--- config.mk ---
export PLATFORM = sky130hd
export DESIGN_NAME = instr_fetch_unit_flat
export DESIGN_NICKNAME = d
export VERILOG_FILES = /design/src/rtl/instr_fetch_unit_if.sv /design/src/rtl/instr_fetch_unit.sv /design/src/flat_wrapper.sv
export SDC_FILE = /design/constraint.sdc
export NUM_CORES = 1
export LEC_CHECK = 0
export BUFFER_PORTS_ARGS = -buffer_cell sky130_fd_sc_hd__buf_2
export CORE_MARGIN = 10
export CORE_UTILIZATION = 62
export CTS_CLUSTER_SIZE = 24
export DETAILED_ROUTE_END_ITERATION = 10
export PLACE_DENSITY = 0.86
export SETUP_SLACK_MARGIN = 0.5
export SYNTH_ARGS = -nofsm -noshare
export SYNTH_HDL_FRONTEND = slang
export SYNTH_SLANG_ARGS = --single-unit
export TNS_END_PERCENT = 30
--- constraint.sdc ---
create_clock -name clk -period 8.1 [get_ports clk]
set_input_delay 0.405 -clock clk [delete_from_list [all_inputs] [get_ports clk]]
set_output_delay 0.405 -clock clk [all_outputs]
set_load 0.01 [all_outputs]
--- src/rtl/instr_fetch_unit_if.sv ---
// Fetch-unit bus bundle: instruction-memory request/response, decode
// handshake, redirect from execute and the halted status flag.
interface instr_fetch_unit_if #(
    parameter int ADDR_W  = 16,
    parameter int INSTR_W = 32
) ();
    logic               imem_req_valid;
    logic               imem_req_ready;
    logic [ADDR_W-1:0]  imem_addr;
    logic               imem_rsp_valid;
    logic [INSTR_W-1:0] imem_rsp_data;
    logic               dec_valid;
    logic               dec_ready;
    logic [INSTR_W-1:0] dec_instr;
    logic [4:0]         dec_opcode;
    logic [ADDR_W-1:0]  dec_pc;
    logic               redirect_valid;
    logic [ADDR_W-1:0]  redirect_pc;
    logic               halted;

    // fetch unit side
    modport master (
        output imem_req_valid, imem_addr,
        input  imem_req_ready, imem_rsp_valid, imem_rsp_data,
        output dec_valid, dec_instr, dec_opcode, dec_pc,
        input  dec_ready,
        input  redirect_valid, redirect_pc,
        output halted
    );

    // memory / decode / execute side
    modport slave (
        input  imem_req_valid, imem_addr,
        output imem_req_ready, imem_rsp_valid, imem_rsp_data,
        input  dec_valid, dec_instr, dec_opcode, dec_pc,
        output dec_ready,
        output redirect_valid, redirect_pc,
        input  halted
    );
endinterface

--- src/rtl/instr_fetch_unit.sv ---
// Instruction fetch unit: owns the PC, issues in-order fetches, buffers the
// returned words in a small FIFO and hands them to decode in program order.
// A redirect flushes the FIFO and discards every response still in flight;
// a halt word (opcode 5'b11111) stops fetch once decode has taken it.
module instr_fetch_unit #(
    parameter int                ADDR_W   = 16,
    parameter int                INSTR_W  = 32,
    parameter int                DEPTH    = 4,
    parameter logic [ADDR_W-1:0] RESET_PC = '0
) (
    input logic                clk,
    input logic                rst_n,
    instr_fetch_unit_if.master bus
);
    localparam int PW = $clog2(DEPTH);
    localparam int CW = $clog2(DEPTH + 1);
    localparam logic [CW:0] DEPTH_LIM = (CW+1)'(DEPTH);

    localparam logic [1:0] S_RUN       = 2'd0;
    localparam logic [1:0] S_HALT_PEND = 2'd1;
    localparam logic [1:0] S_HALTED    = 2'd2;
    localparam logic [4:0] HALT_OP     = 5'b11111;

    typedef struct packed {
        logic [INSTR_W-1:0] instr;
        logic [ADDR_W-1:0]  pc;
    } fifo_entry_t;

    fifo_entry_t         fifo_mem [DEPTH];
    logic [PW-1:0]       wr_ptr, rd_ptr;
    logic [CW-1:0]       fifo_count;
    logic [CW-1:0]       outstanding;
    logic [CW-1:0]       drop_cnt;
    logic [ADDR_W-1:0]   pc;
    logic [ADDR_W-1:0]   rsp_pc;
    logic [1:0]          state;

    logic                redirect;
    logic [CW:0]         in_flight;
    logic                req_valid;
    logic                accept;
    logic                rsp_drop;
    logic                push;
    logic                halt_push;
    logic                fifo_empty;
    logic                deq_valid;
    logic                pop;
    logic                halt_pop;
    fifo_entry_t         head;
    logic [CW-1:0]       acc_inc, rsp_dec, push_inc, pop_dec;

    // handshake decisions for this cycle
    always_comb begin
        redirect   = bus.redirect_valid && (state != S_HALTED);
        in_flight  = {1'b0, fifo_count} + {1'b0, outstanding};
        req_valid  = rst_n && (state == S_RUN) && !bus.redirect_valid
                     && (in_flight < DEPTH_LIM);
        accept     = req_valid && bus.imem_req_ready;
        rsp_drop   = bus.imem_rsp_valid && (drop_cnt != '0);
        // responses younger than a halt, or hit by a redirect, never enter the FIFO
        push       = bus.imem_rsp_valid && (drop_cnt == '0) && (state == S_RUN)
                     && !redirect;
        halt_push  = push && (bus.imem_rsp_data[INSTR_W-1 -: 5] == HALT_OP);
        fifo_empty = (fifo_count == '0);
        head       = fifo_mem[rd_ptr];
        deq_valid  = !fifo_empty && !bus.redirect_valid && (state != S_HALTED);
        pop        = deq_valid && bus.dec_ready;
        halt_pop   = pop && (state == S_HALT_PEND)
                     && (head.instr[INSTR_W-1 -: 5] == HALT_OP);
        acc_inc    = {{(CW-1){1'b0}}, accept};
        rsp_dec    = {{(CW-1){1'b0}}, bus.imem_rsp_valid};
        push_inc   = {{(CW-1){1'b0}}, push};
        pop_dec    = {{(CW-1){1'b0}}, pop};
    end

    assign bus.imem_req_valid = req_valid;
    assign bus.imem_addr      = pc;
    assign bus.dec_valid      = deq_valid;
    // an empty FIFO presents zeros rather than stale storage
    assign bus.dec_instr      = fifo_empty ? '0 : head.instr;
    assign bus.dec_pc         = fifo_empty ? '0 : head.pc;
    assign bus.dec_opcode     = bus.dec_instr[INSTR_W-1 -: 5];
    assign bus.halted         = (state == S_HALTED);

    // FIFO storage: write-only, validity is tracked by the pointers
    always_ff @(posedge clk) begin
        if (push) begin
            fifo_mem[wr_ptr] <= '{instr: bus.imem_rsp_data, pc: rsp_pc};
        end
    end

    // PC, response tracking, FIFO pointers and fetch state
    always_ff @(posedge clk) begin
        if (!rst_n) begin
            pc          <= RESET_PC;
            rsp_pc      <= RESET_PC;
            wr_ptr      <= '0;
            rd_ptr      <= '0;
            fifo_count  <= '0;
            outstanding <= '0;
            drop_cnt    <= '0;
            state       <= S_RUN;
        end else begin
            outstanding <= outstanding + acc_inc - rsp_dec;

            if (redirect) begin
                pc         <= bus.redirect_pc;
                rsp_pc     <= bus.redirect_pc;
                wr_ptr     <= '0;
                rd_ptr     <= '0;
                fifo_count <= '0;
                // outstanding already counts words still owed to an earlier
                // flush, so everything in flight (minus this cycle's arrival)
                // becomes the new discard budget
                drop_cnt   <= outstanding - rsp_dec;
            end else begin
                if (accept)   pc       <= pc + ADDR_W'(1);
                if (rsp_drop) drop_cnt <= drop_cnt - 1'b1;
                if (push) begin
                    wr_ptr <= wr_ptr + 1'b1;
                    rsp_pc <= rsp_pc + ADDR_W'(1);
                end
                if (pop) rd_ptr <= rd_ptr + 1'b1;
                fifo_count <= fifo_count + push_inc - pop_dec;
            end

            case (state)
                S_RUN:       if (halt_push) state <= S_HALT_PEND;
                S_HALT_PEND: begin
                    if (redirect)      state <= S_RUN;
                    else if (halt_pop) state <= S_HALTED;
                end
                S_HALTED:    state <= S_HALTED;
                default:     state <= S_RUN;
            endcase
        end
    end
endmodule
--- src/flat_wrapper.sv ---
// flat-port wrapper written by rule: the top's interface ports become plain ports
module instr_fetch_unit_flat 
#(
    parameter int                ADDR_W   = 16,
    parameter int                INSTR_W  = 32,
    parameter int                DEPTH    = 4,
    parameter logic [ADDR_W-1:0] RESET_PC = '0
)
  (clk, rst_n, bus_imem_req_valid, bus_imem_addr, bus_imem_req_ready, bus_imem_rsp_valid, bus_imem_rsp_data, bus_dec_valid, bus_dec_instr, bus_dec_opcode, bus_dec_pc, bus_dec_ready, bus_redirect_valid, bus_redirect_pc, bus_halted);
  instr_fetch_unit_if #(.ADDR_W(ADDR_W), .INSTR_W(INSTR_W)) bus_i ();
  input logic clk;
  input logic rst_n;
  output wire logic [$bits(bus_i.imem_req_valid)-1:0] bus_imem_req_valid;
  output wire logic [$bits(bus_i.imem_addr)-1:0] bus_imem_addr;
  input wire logic [$bits(bus_i.imem_req_ready)-1:0] bus_imem_req_ready;
  input wire logic [$bits(bus_i.imem_rsp_valid)-1:0] bus_imem_rsp_valid;
  input wire logic [$bits(bus_i.imem_rsp_data)-1:0] bus_imem_rsp_data;
  output wire logic [$bits(bus_i.dec_valid)-1:0] bus_dec_valid;
  output wire logic [$bits(bus_i.dec_instr)-1:0] bus_dec_instr;
  output wire logic [$bits(bus_i.dec_opcode)-1:0] bus_dec_opcode;
  output wire logic [$bits(bus_i.dec_pc)-1:0] bus_dec_pc;
  input wire logic [$bits(bus_i.dec_ready)-1:0] bus_dec_ready;
  input wire logic [$bits(bus_i.redirect_valid)-1:0] bus_redirect_valid;
  input wire logic [$bits(bus_i.redirect_pc)-1:0] bus_redirect_pc;
  output wire logic [$bits(bus_i.halted)-1:0] bus_halted;
  assign bus_imem_req_valid = bus_i.imem_req_valid;
  assign bus_imem_addr = bus_i.imem_addr;
  assign bus_i.imem_req_ready = bus_imem_req_ready;
  assign bus_i.imem_rsp_valid = bus_imem_rsp_valid;
  assign bus_i.imem_rsp_data = bus_imem_rsp_data;
  assign bus_dec_valid = bus_i.dec_valid;
  assign bus_dec_instr = bus_i.dec_instr;
  assign bus_dec_opcode = bus_i.dec_opcode;
  assign bus_dec_pc = bus_i.dec_pc;
  assign bus_i.dec_ready = bus_dec_ready;
  assign bus_i.redirect_valid = bus_redirect_valid;
  assign bus_i.redirect_pc = bus_redirect_pc;
  assign bus_halted = bus_i.halted;
  instr_fetch_unit #(.ADDR_W(ADDR_W), .INSTR_W(INSTR_W), .DEPTH(DEPTH), .RESET_PC(RESET_PC)) u_core (.clk(clk), .rst_n(rst_n), .bus(bus_i));
endmodule
==> results of run 1 <==
==> registers in the layout (all words and copies together), names as in the netlist, named ones only <==
name                  count
u_core.rsp_pc            16
u_core.wr_ptr             2
u_core.drop_cnt           3
u_core.outstanding        3
u_core.state              2
u_core.fifo_mem         192
u_core.bus.imem_addr     16
u_core.rd_ptr             2
u_core.fifo_count         3
==> kinds of logic after synthesis <==
kind of cell	count (synthesis)	share of synthesized area, %
adders and majority gates	18	2.41
muxes	51	11.1
and+or+nand+nor	169	10.1
DFF	241	67.6
buffers and inverters	60	2.62
AOI/OAI and AO/OA	72	4.38
xor gates and xnor gates	19	1.67
==> worst register-to-register path, cell delays in order, from the launching register on <==
cell and delay, ns:
dfxtp_1 0.34, or3_1 0.38, buf_4 0.28, nand4_1 0.20, inv_1 0.11, ha_1 0.30
inv_1 0.04, ha_1 0.18, fa_1 0.39, xnor2_1 0.18, xnor2_1 0.14, nor2_1 0.06
==> per-stage QoR <==
| step | instances | worst slack [ns] |
|---|---|---|
| finish | 986 | 5.23 |
| global route | 986 | 5.02 |
| CTS | 986 | 5.10 |
| detailed placement | 942 | 5.28 |
| global placement | 942 | 5.42 |
| floorplan | 630 | 5.23 |
==> power groups by stage <==
stage	clock, µW	sequential [µW]	combinational (µW)
finish	1120	1420	202
global placement	0	1440	192
CTS	1130	1420	203
floorplan	0	1430	128
detailed placement	0	1440	201
global route	1190	1420	223
==> placed cells by master, fill, tap and decap left out, drive strengths merged, types with 3 or more instances in the layout <==
master / count
or3: 9
xor2: 5
nor3: 9
clkbuf: 30
a31oi: 13
a211oi: 6
a21oi: 17
inv: 24
bufinv: 3
and2: 55
dfxtp: 49
xnor2: 14
mux2i: 3
nor2: 11
and3: 6
or4: 11
mux4: 48
edfxtp: 192
and4: 5
nand2b: 3
buf: 132
nor3b: 3
o21ai: 22
o31ai: 7
clkinv: 9
nand4: 8
nor4: 6
nand2: 14
nand3: 21
ha: 16
==> routing by layer <==
metal	track usage [%]	routed length [µm]
met1	25.5	8670
met2	33.1	10800
met3	3.99	1660
met4	4.65	420
met5	0	0
==> layout make-up <==
type / instances / area [µm²] / share of cell area, %
clock inverters: 14 / 151 / 1.31
inverters: 24 / 90.1 / 0.778
clock buffers: 30 / 664 / 5.74
multi-input cells: 329 / 2970 / 25.7
repair buffers: 132 / 678 / 5.86
flip-flops and latches: 241 / 6750 / 58.3
well taps: 216 / 270 / 2.33
==> worst paths after layout <==
check	cells after the start	from	to	slack [ns]
max	3	register	bus_dec_instr[31]	5.23
min	1	bus_imem_rsp_data[25]	u_core.fifo_mem[3][41]	0.11
max reg2reg	11	u_core.fifo_count[1]	u_core.fifo_count[2]	5.36
min reg2reg	2	u_core.rd_ptr[1]	register	0.49
==> flow_metrics.env, run 1 <==
export IMPL_outcome="completed"
export IMPL_io_pin_count=126
export IMPL_p_seq_share_pct=51.8
export IMPL_timing_hold_ws_ns=0.114
export IMPL_yosys_warnings=0
export IMPL_hold_violations=0
export IMPL_clock_sinks=241
export IMPL_hpwl_um=13400
export IMPL_die_h_um=147
export IMPL_grt_overflow_total=0
export IMPL_synth_edff_count=192
export IMPL_core_area_mm2=0.0158
export IMPL_required_ns=7.70
export IMPL_grt_max_degree=51
export IMPL_synth_commonest_cells="edfxtp_1 (192), and2_1 (55), dfxtp_1 (49), mux4_2 (48), inv_1 (24)"
export IMPL_drv_cap=0
export IMPL_dominantRegCellSynth="edfxtp_1"
export IMPL_numPortBuffers=125
export IMPL_synth_top_cell_area_share_pct=57.8
export IMPL_first_pass_iters=5
export IMPL_globalRouteTotalUtil_pct=19.5
export IMPL_p_sw_uw=591
export IMPL_cp_max_fo=48
export IMPL_routed_via_count=5992
export IMPL_drive_gt1_share_pct=29.6
export IMPL_nFillCells=947
export IMPL_p_per_area_mw_per_mm2=236
export IMPL_finClkSkew_ns=0.0199
export IMPL_crit_arrival_ns=2.47
export IMPL_grt_pass1_vias=6255
export IMPL_cts_resized=0
export IMPL_critical_path_slowest_cell="dfxtp_4"
export IMPL_via_per_inst=6.08
export IMPL_final_nets=824
export IMPL_cts_clk_slew_worst_paths_ns=0.06
export IMPL_yosysMostFrequentCell="edfxtp_1"
export IMPL_finalInstanceArea_mm2=0.0116
export IMPL_ys_seq_area_share_pct=67.6
export IMPL_fin_util_pct=73.1
export IMPL_cp_end_kind="output pin"
export IMPL_netSwitchingFraction_pct=21.6
export IMPL_postSynth_asyncResetShare_pct=0
export IMPL_wl_per_cell_um=21.8
export IMPL_cts_made_buffers=24
export IMPL_total_power_uw=2740
export IMPL_yosys_register_bits=241
export IMPL_power_frac_comb_pct=7.4
export IMPL_synth_cells=630
export IMPL_post_route_period_util_pct=35.5
export IMPL_drc=0
export IMPL_mappedNetlistArea_mm2=0.00997
export IMPL_fp_dieW_um=147
export IMPL_synth_area_leaders="edfxtp_1 (58%), mux4_2 (11%), dfxtp_1 (9.8%), and2_1 (3.4%), ha_1 (2.0%)"
export IMPL_worst_setup_path_start_kind="register"
export IMPL_max_slew_margin_pct=36.6
export IMPL_path_class="reg2out"
export IMPL_critPathTopFamily="flip-flops"
export IMPL_setup_violations=0
export IMPL_cts_root_buf="clkbuf_16"
export IMPL_avgSynthCellArea_um2=15.8
export IMPL_p_int_uw=2140
export IMPL_clock_power_share_pct=40.8
export IMPL_drt_iter0_markers=399
export IMPL_post_cts_buffers=0
export IMPL_diodes=0
export IMPL_fin_crit_ns=2.87
export IMPL_slew_viol_final=0
export IMPL_cts_max_level=1
export IMPL_clock_latency_ns=0.51
export IMPL_max_vdd_ir_drop_mv=0.179
export IMPL_grt_antenna_before_repair=0
export IMPL_route_final_wire_length_um=21500
export IMPL_routabilityCongestion=0.857
export IMPL_max_clock_freq_ghz=0.348
export IMPL_yosysTopAreaCell="edfxtp_1"
export IMPL_clockBufferDepth=3
export IMPL_place_area_mm2=0.0108
export IMPL_setup_tns_ns=0
export IMPL_tightest_slew_ns=0.951
export IMPL_grt_first_pass_wirelength_um=34100
export IMPL_synthDistinctLibCells=46
export IMPL_max_stage_delay_ns=0.94
export IMPL_grt_setup_unrepaired="false"
export IMPL_cts_hold_fix_buffers=0
export IMPL_crit_chain="mux4_2 > and2_1 > buf_2"
export IMPL_antenna_left=0
export IMPL_worst_path_buf_inv=1
export IMPL_area_growth_pct=16.1
export IMPL_cts_tree="yes"
export IMPL_rows=46
export IMPL_hp_class="in2reg"
export IMPL_start_util_pct=63.0
export IMPL_syn_num_nets=702
export IMPL_die_area_mm2=0.0216
export IMPL_p_leak_uw=0.00415
No activity file was read; power rests on OpenSTA's default activity.
==> run 2, diff against run 1 <==
ABC_AREA = 1   (was not set)
CORE_UTILIZATION = 58   (was 62)
PLACE_DENSITY = 0.8   (was 0.86)
clock period = 2.7 ns   (was 8.1 ns; I/O delays follow)
==> run 2 against run 1 <==
Compared with the run above: die area increased by 12%; sequential share of layout area shrank 5.3 points; synthesized cell count rose by 69%; critical endpoint is now u_core.outstanding[2]; largest cell class unchanged; largest power group unchanged.
==> flow_metrics.env, run 2 <==
export IMPL_post_route_period_util_pct=78.1
export IMPL_fp_dieW_um=155
export IMPL_cp_end_kind="register"
export IMPL_crit_arrival_ns=2.49
export IMPL_required_ns=3.09
export IMPL_synth_commonest_cells="nor2_1 (245), edfxtp_1 (192), nand2_1 (130), o21ai_0 (124), a21oi_1 (76)"
export IMPL_rows=49
export IMPL_grtUsageMet1_pct=24.3
export IMPL_cp_max_fo=5
export IMPL_start_util_pct=59.1
export IMPL_routed_via_count=8146
export IMPL_finClkSkew_ns=0.0263
export IMPL_synthDistinctLibCells=36
export IMPL_setup_tns_ns=0
export IMPL_yosysTopAreaCell="edfxtp_1"
export IMPL_grt_use_met3_pct=3.61
export IMPL_yosys_warnings=0
export IMPL_slew_viol_final=0
export IMPL_setup_ws_ns=0.591
export IMPL_fin_util_pct=71.0
export IMPL_cts_made_buffers=24
export IMPL_area_growth_pct=20.1
export IMPL_max_vdd_ir_drop_mv=0.594
export IMPL_mappedNetlistArea_mm2=0.0106
export IMPL_hold_violations=0
export IMPL_timing_hold_ws_ns=0.0339
export IMPL_io_pin_count=126
export IMPL_grt_pass1_vias=7886
export IMPL_synth_edff_count=192
export IMPL_routabilityCongestion=0.955
export IMPL_tightest_slew_ns=0.467
export IMPL_diodes=0
export IMPL_grt_first_pass_wirelength_um=39100
export IMPL_path_class="reg2reg"
export IMPL_numPortBuffers=125
export IMPL_first_pass_iters=5
export IMPL_synth_top_cell_area_share_pct=54.3
export IMPL_drv_cap=0
export IMPL_yosysMostFrequentCell="nor2_1"
export IMPL_grt_setup_unrepaired="true"
export IMPL_dp_slack_ns=0.371
export IMPL_wl_per_cell_um=16.8
export IMPL_worst_setup_path_start_kind="register"
export IMPL_grt_overflow_total=0
export IMPL_fin_crit_ns=2.11
export IMPL_setup_violations=0
export IMPL_cts_clk_slew_worst_paths_ns=0.06
export IMPL_max_clock_freq_ghz=0.474
export IMPL_yosys_register_bits=241
export IMPL_layout_common_cells="nor2_1 (239), edfxtp_1 (192), nand2_1 (130)"
export IMPL_largest_reg_flops=192
export IMPL_final_nets=1304
export IMPL_total_power_uw=8060
export IMPL_power_frac_comb_pct=9.5
export IMPL_grt_antenna_before_repair=0
export IMPL_p_sw_uw=1880
export IMPL_core_area_mm2=0.0180
export IMPL_cts_max_level=1
export IMPL_grt_most_used_layer="met2"
export IMPL_cts_tree="yes"
export IMPL_drc=0
export IMPL_netSwitchingFraction_pct=23.3
export IMPL_p_leak_uw=0.00501
export IMPL_top_register="u_core.fifo_mem"
export IMPL_die_area_mm2=0.0241
export IMPL_postSynth_asyncResetShare_pct=0
export IMPL_antenna_left=0
export IMPL_clock_power_share_pct=37.5
export IMPL_drt_iter0_markers=595
export IMPL_via_per_inst=5.51
export IMPL_drive_gt1_share_pct=16.7
export IMPL_p_int_uw=6180
export IMPL_p_seq_share_pct=53.0
export IMPL_cts_root_buf="clkbuf_16"
export IMPL_avgSynthCellArea_um2=9.95
export IMPL_final_common_cell="nor2_1"
export IMPL_grt_met2_usage_pct=34.1
export IMPL_syn_num_nets=1139
export IMPL_max_slew_margin_pct=68.9
export IMPL_grt_max_degree=97
export IMPL_outcome="completed"
export IMPL_dominantRegCellSynth="edfxtp_1"
export IMPL_hpwl_um=15000
export IMPL_route_final_wire_length_um=24800
export IMPL_synth_cells=1067
export IMPL_clock_latency_ns=0.52
export IMPL_globalRouteTotalUtil_pct=19.6
export IMPL_ys_seq_area_share_pct=63.5
export IMPL_p_per_area_mw_per_mm2=632
export IMPL_die_h_um=155
export IMPL_synth_area_leaders="edfxtp_1 (54%), dfxtp_1 (9.2%), nor2_1 (8.7%), o21ai_0 (5.8%), nand2_1 (4.6%)"
export IMPL_hp_class="in2reg"
export IMPL_clockBufferDepth=3
export IMPL_clock_sinks=241
-- run 2: cell types whose count changed in the layout (fill, tap and decap cells not counted), sizes merged, moves of 11 or more --
cell	change
a21oi	+59
and2	-55
buf	+15
dlygate4sd3	+46
inv	+53
mux4	-48
nand2	+117
nand3	+33
nor2	+238
o21ai	+106
or4	-11
xnor2	-11
-- run 2: final timing paths --
kind	slack, ns	cells past startpoint	start	end
worst max-delay path	0.59	12	u_core.outstanding[1]	u_core.outstanding[2]
worst min-delay path	0.03	3	bus_dec_ready	register
worst min register to register	0.46	2	u_core.drop_cnt[1]	u_core.drop_cnt[1]
worst max register to register	0.59	12	u_core.outstanding[1]	u_core.outstanding[2]
-- run 2: area by class of cell --
type / count / area, µm²
clock inverters: 8 / 41.3
inverters: 77 / 307
repair buffers: 193 / 1350
multi-input cells: 695 / 3330
fillers: 1225 / 5220
clock buffers: 35 / 673
well taps: 229 / 287
flip-flops and latches: 241 / 6760
-- run 2: per-layer routing --
metal	share of wire (%)	routed length (µm)
met5	0	0
met4	2.0	501
met1	41	10200
met2	49	12200
met3	7.4	1830
-- run 2: critical path, stage by stage (launching register included) --
cell and delay (ns):
dfxtp_4 0.37, ha_1 0.29, nand2_1 0.07, nor2_1 0.06, nor2_2 0.15, nand3b_4 0.11, inv_4 0.07, ha_1 0.13
inv_1 0.05, fa_2 0.35, xor2_2 0.16, o21ai_1 0.12, a21oi_1 0.05
-- run 2: through the flow --
| stage | cell area [µm²] | cells |
|---|---|---|
| 5_1_grt | 12700 | 1478 |
| 6_report | 12700 | 1478 |
| 4_1_cts | 12700 | 1475 |
| 2_1_floorplan | 10700 | 1067 |
| 3_3_place_gp | 11500 | 1385 |
| 3_5_place_dp | 11500 | 1385 |
-- run 2: what timing repair did --
action / 4_1_cts / 5_1_grt
gates resized for setup: 12 / 10
setup endpoints to repair: 55 / 24
hold buffers: 46 / 0
endpoints found under the hold margin: 157 / 0
setup buffers: 1 / 3
gates cloned: 0 / 0
pin swaps: 2 / 3
-- run 2: power by group through the flow --
stage,Combinational [µW],Clock [µW],Sequential (µW)
2_1_floorplan,439,0,4320
3_3_place_gp,672,0,4340
3_5_place_dp,691,0,4340
4_1_cts,755,3050,4260
5_1_grt,859,3210,4290
6_report,766,3030,4270
-- run 2: kinds of logic after synthesis --
group                    count (synthesis)  share of synthesized area (%)
AND/OR/NAND/NOR                        452                           17.4
flip-flops                             241                           63.5
AO/OA/AOI/OAI                          216                           10.5
buffers and inverters                  131                           5.66
XOR/XNOR                                 9                          0.742
adder cells (fa/ha/maj)                 18                           2.26
